<file path="config.mk">
export PLATFORM = sky130hd
export DESIGN_NAME = pueo_leveltwo_scalers
export DESIGN_NICKNAME = d
export VERILOG_FILES = /design/src/rtl/pueo_l2scal_pkg.sv /design/src/rtl/pueo_l2scal_counter.sv /design/src/rtl/pueo_leveltwo_scalers.sv
export SDC_FILE = /design/constraint.sdc
export NUM_CORES = 2
export LEC_CHECK = 0
export CAP_MARGIN = 0
export CORE_AREA = 2 2 253 255
export CTS_CLUSTER_SIZE = 20
export DETAILED_ROUTE_END_ITERATION = 6
export DIE_AREA = 0 0 255 257
export PLACE_DENSITY = 0.8
export SYNTH_ARGS = -nofsm -noshare
export SYNTH_HDL_FRONTEND = slang
export SYNTH_SLANG_ARGS = --single-unit
</file>
<file path="constraint.sdc">
create_clock -name clk_i -period 34 [get_ports clk_i]
set_input_delay 6.8 -clock clk_i [delete_from_list [all_inputs] [get_ports clk_i]]
set_output_delay 6.8 -clock clk_i [all_outputs]
set_load 0.005 [all_outputs]
</file>
<file path="src/rtl/pueo_l2scal_pkg.sv">
// Shared constants and FSM state type for the level-two scaler block.
package pueo_l2scal_pkg;

  localparam int NSCAL_DEFAULT    = 24;
  localparam int CNT_BITS_DEFAULT = 16;
  localparam int SEQ_BITS_DEFAULT = 8;

  localparam int ADDR_TRIG   = NSCAL_DEFAULT;
  localparam int ADDR_STATUS = 31;

  typedef enum logic {
    IDLE  = 1'b0,
    COUNT = 1'b1
  } l2scal_state_e;

endpackage

</file>
<file path="src/rtl/pueo_l2scal_counter.sv">
// One live scaler counter plus its snapshot register.
// PUEO_L2SCAL_SATURATE_EN makes the live counter stick at all-ones instead of wrapping.
module pueo_l2scal_counter
  import pueo_l2scal_pkg::*;
#(
  parameter int CNT_BITS = CNT_BITS_DEFAULT
) (
  input  logic                clk_i,
  input  logic                rst_i,
  input  logic                ce_i,
  input  logic                inc_i,
  input  logic                clear_i,
  input  logic                latch_i,
  output logic [CNT_BITS-1:0] snap_o
);

  logic [CNT_BITS-1:0] live_q;
  logic [CNT_BITS-1:0] live_nxt;

  always_comb begin
    live_nxt = live_q;
    if (ce_i && inc_i) begin
`ifdef PUEO_L2SCAL_SATURATE_EN
      if (live_q != '1) live_nxt = live_q + CNT_BITS'(1);
`else
      live_nxt = live_q + CNT_BITS'(1);
`endif
    end
  end

  // The snapshot takes live_nxt so the terminal-cycle pulse lands in the closing period.
  always_ff @(posedge clk_i or posedge rst_i) begin
    if (rst_i) begin
      live_q <= '0;
      snap_o <= '0;
    end else begin
      if (latch_i) snap_o <= live_nxt;
      if (clear_i) live_q <= '0;
      else         live_q <= live_nxt;
    end
  end

endmodule

</file>
<file path="src/rtl/pueo_leveltwo_scalers.sv">
// L2 sector and trigger rate scalers gated over PERIOD ce cycles, with a tear-free snapshot readout.
// Optional PUEO_L2SCAL_SATURATE_EN selects saturating rather than wrapping live counters.
module pueo_leveltwo_scalers
  import pueo_l2scal_pkg::*;
#(
  parameter int NSCAL    = NSCAL_DEFAULT,
  parameter int CNT_BITS = CNT_BITS_DEFAULT,
  parameter int PERIOD   = 1000000,
  parameter int SEQ_BITS = SEQ_BITS_DEFAULT
) (
  input  logic                clk_i,
  input  logic                rst_i,
  input  logic                ce_i,
  input  logic [NSCAL-1:0]    scal_i,
  input  logic                trig_i,
  input  logic                enable_i,
  input  logic [4:0]          addr_i,
  input  logic                rd_i,
  output logic [31:0]         dat_o,
  output logic                dat_valid_o,
  output logic                update_o,
  output logic [SEQ_BITS-1:0] seq_o
);

  localparam int PER_W = $clog2(PERIOD);

  l2scal_state_e       state_q, state_d;
  logic [PER_W-1:0]    per_q;
  logic                active, cnt_en, term, clr;
  logic [NSCAL:0]      inc;
  logic [CNT_BITS-1:0] snap [NSCAL+1];
  logic [31:0]         rd_data;

  always_ff @(posedge clk_i or posedge rst_i) begin
    if (rst_i) state_q <= IDLE;
    else       state_q <= state_d;
  end

  always_comb begin
    state_d = state_q;
    case (state_q)
      IDLE:    if (enable_i)  state_d = COUNT;
      COUNT:   if (!enable_i) state_d = IDLE;
      default: state_d = IDLE;
    endcase
  end

  // Dropping enable_i in COUNT stops counting at once and wipes the partial period.
  assign active = (state_q == COUNT) && enable_i;
  assign cnt_en = active && ce_i;
  assign term   = cnt_en && (per_q == PER_W'(PERIOD - 1));
  assign clr    = term || !active;
  assign inc    = {trig_i, scal_i};

  for (genvar g = 0; g <= NSCAL; g++) begin : g_cnt
    pueo_l2scal_counter #(.CNT_BITS(CNT_BITS)) u_cnt (
      .clk_i   (clk_i),
      .rst_i   (rst_i),
      .ce_i    (cnt_en),
      .inc_i   (inc[g]),
      .clear_i (clr),
      .latch_i (term),
      .snap_o  (snap[g])
    );
  end

  always_ff @(posedge clk_i or posedge rst_i) begin
    if (rst_i) begin
      per_q    <= '0;
      seq_o    <= '0;
      update_o <= 1'b0;
    end else begin
      update_o <= term;
      if (clr)         per_q <= '0;
      else if (cnt_en) per_q <= per_q + PER_W'(1);
      if (term) seq_o <= seq_o + SEQ_BITS'(1);
    end
  end

  // Mux reads pre-edge registers, so a read coinciding with a snapshot sees the old bank.
  always_comb begin
    rd_data = '0;
    if (addr_i == 5'(ADDR_STATUS))
      rd_data = 32'({seq_o, 7'b0, state_q == COUNT, 16'b0});
    else if (int'(addr_i) <= NSCAL)
      rd_data = 32'(snap[addr_i]);
  end

  always_ff @(posedge clk_i or posedge rst_i) begin
    if (rst_i) begin
      dat_o       <= '0;
      dat_valid_o <= 1'b0;
    end else begin
      dat_valid_o <= rd_i;
      if (rd_i) dat_o <= rd_data;
    end
  end

endmodule
</file>
==> run metrics <==
Initial DRC Count=2,926; Int Power=0.001635 W; die width=255 um; RSZ-0062 raised after global routing=false; wl on met1=40,940 um; cts hold-fix bufs=0; gr ovfl total=0; Post-synth EDFFs=0; Critical Path RT=34.49 ns; Post-Layout Inst Area=0.04305 mm2; critical path's top delay family=buffers and inverters; Clock Sinks=856; CP Capture Type=flop; IO Port Bufs=69; Routed wire per std cell=20.50 um; Hold Crit Endpoint=g_cnt[20].u_cnt.snap_o[13]; core area=0.06274 mm2; sequential area share after synthesis=54.57%; Cell Chain, Critical Path=buf_2, buf_4, nand2_1, nor4_2, nand2_8, nand3_4, buf_4, buf_4, nor2_1; switching portion of total power=22.59%; Net count, final=3,906; Clock Latency Late Sink=0.65 ns; TritonCTS buffer count=89; die area=0.06554 mm2; initial antenna violation count=0; max layer used=met4; clock root buffer=clkbuf_16; register bit total from synthesis=856; most common cell after layout, fill and taps aside=dfrtp_1; placed cell count=4,599; hold slack=0.4791 ns; Clk pwr share=47.9%; Die Span Y=257 um; synthesized area per cell=10.18 um2; fin worst setup slack=23.30 ns; diode count=0; Slew @ Worst Pin=1.081 ns; Layout Cells excl Fill=4,763; Arr. time, crit path=11.20 ns; Netlist cell types=48; Cells after Synth=3,856; status=finished, final reports clean; Max VDD drop=42.90 uV; post-CTS setup buffer count=0; Slew Limit Headroom=27.30%; number of global-route vias before repair=28,430; wire length on met3=8256 um; slowest cell on the critical path=buf_4; Max Cap Viol=0; top cells by area, synth=dfrtp_1, nand2_1, nor2_1; share of cells above drive strength 1=7.710%; worst min path class=reg -> reg; Clock transition at path regs=0.06 ns; hold path cells=2; final wirelength=97,640 um; filler instances=4,516; largest net degree at the start of global routing=204; clk buf depth=3; FF-to-FF path depth=8; most frequent CP cell=buf_4; Initial Utilization=62.57%; Place WS=22.81 ns; Pins Over Slew Limit=0; Ports=77; kind of critical path=in -> reg; DRC viols=0; Max FO, Critical Path=95; Worst Setup SP=enable_i; reg2reg end=g_cnt[5].u_cnt.live_q[15]; via count=28,720; Mapped Area=0.03925 mm2; final period utilization=31.48%; Critical Path Max Stage Delay=0.93 ns; Via density=6.030; TritonCTS clock tree=built; PD cells=49.08 mW/mm2; reg-to-reg slack, setup=29.18 ns; Synthesis Warnings=0; ys async rst share=100.0%; Pleak=17.99 nW; top-area cell type share of the netlist area=54.57%; global placement routability congestion=0.8662; Met2 Wirelength=45,040 um; setup TNS=0 ns; Routed Antenna Nets=0; NetSw=0.0004773 W; Worst Setup Start Kind=input pin; Hold Path Origin=g_cnt[20].u_cnt.snap_o[13]; drt pass-1 iters=6; commonest cells after routing, fill and taps aside=dfrtp_1, nand2_1, nor2_1, o21ai_1, xor2_1; fin crit period=10.70 ns; Fmax=93.43 MHz; FP Rows=92; Total GRT Usage=30.54%; WP buf/inv=4; combinational group share of total power=3.7%; Reg power frac=48.4%; placed cell areas=0.04000 mm2; Layout area overhead=9.671%; Resize count post-CTS=0; final hold viol count=0; Synth area leader=dfrtp_1; first-pass GRT wire length=156,600 um; reg2reg start=state_q; H-Tree Level Count=3; Setup violations, final=0; Detailed Place HPWL=63,500 um; Top FF cell, synth=dfrtp_1; Layout Skew=0.03083 ns
-- Yosys cell counts, types with 50 or more instances --
cell / instances
dfrtp_1: 856
nand2_1: 540
nor2_1: 524
o21ai_1: 359
xor2_1: 207
xnor2_1: 196
nand3_1: 181
nor3_1: 102
nand4_1: 90
clkbuf_1: 69
and3_1: 64
mux4_2: 64
o21ai_0: 51
buf_4: 50
-- metrics by stage --
| step | utilization (%) | power (W) |
|---|---|---|
| floorplan | - | 0.001093 |
| global placement | 63.76 | 0.001118 |
| detailed placement | 63.76 | 0.001119 |
| CTS | 68.62 | 0.002122 |
| global route | 68.62 | 0.002173 |
| finish | 68.62 | 0.002113 |
-- layout make-up --
class                   instances  area, um2  area share, %
well taps                     846       1059          2.459
clock buffers                 127       2601          6.043
multi-input cells            2745      16370          38.03
flip-flops and latches        856      21420          49.76
repair buffers                104      960.9          2.232
clock inverters                37      445.4          1.035
inverters                      48      187.7         0.4360
-- kinds of logic after synthesis --
| logic type | after synthesis | share of synthesized area (%) |
|---|---|---|
| compound gates | 512 | 6.993 |
| xor+xnor | 403 | 8.992 |
| fa+ha+maj | 27 | 0.8606 |
| buf+inv | 261 | 3.860 |
| flops | 856 | 54.57 |
| mux | 138 | 5.661 |
| other cells | 1 | 0.009553 |
| simple gates | 1658 | 19.05 |
-- registers in the layout (all words and copies together), names as in the netlist --
signal              flops
g_cnt.u_cnt.live_q    400
g_cnt.u_cnt.snap_o    400
dat_o                  25
state_q                 1
seq_o                   8
dat_valid_o             1
per_q                  20
update_o                1
-- worst reg2reg max path: cells and delay by family, from the launching register on --
family | cells | cell delay [ns]
buf+inv | 3 | 2.21
flops | 1 | 0.34
simple gates | 5 | 2.11
-- power groups by stage --
stage / logic, W / clock network, W / registers (W)
final: 0.0000773 / 0.00101 / 0.00102
after global routing: 0.0000843 / 0.00107 / 0.00102
after CTS: 0.0000772 / 0.00102 / 0.00102
after detailed placement: 0.0000768 / 0 / 0.00104
after global placement: 0.0000766 / 0 / 0.00104
after floorplan: 0.0000509 / 0 / 0.00104
-- how the worst max path moves through the flow --
stage / to / cells after the start / slack (ns)
after global routing: g_cnt[5].u_cnt.live_q[4] / 9 / 23.11
after detailed placement: g_cnt[5].u_cnt.live_q[15] / 9 / 22.81
final: g_cnt[5].u_cnt.live_q[15] / 9 / 23.30
after global placement: g_cnt[5].u_cnt.live_q[15] / 9 / 22.94
after floorplan: dat_o[0] / 1 / 3.15
after CTS: g_cnt[5].u_cnt.live_q[15] / 9 / 23.49
-- layer usage --
layer  track usage [%]  up-vias
met1             44.43    14310
met4             11.39        0
met5                 0        -
met2             46.17     1127
li1                  -    13100
met3             5.634      188
Power figures use the tool's default switching activity.
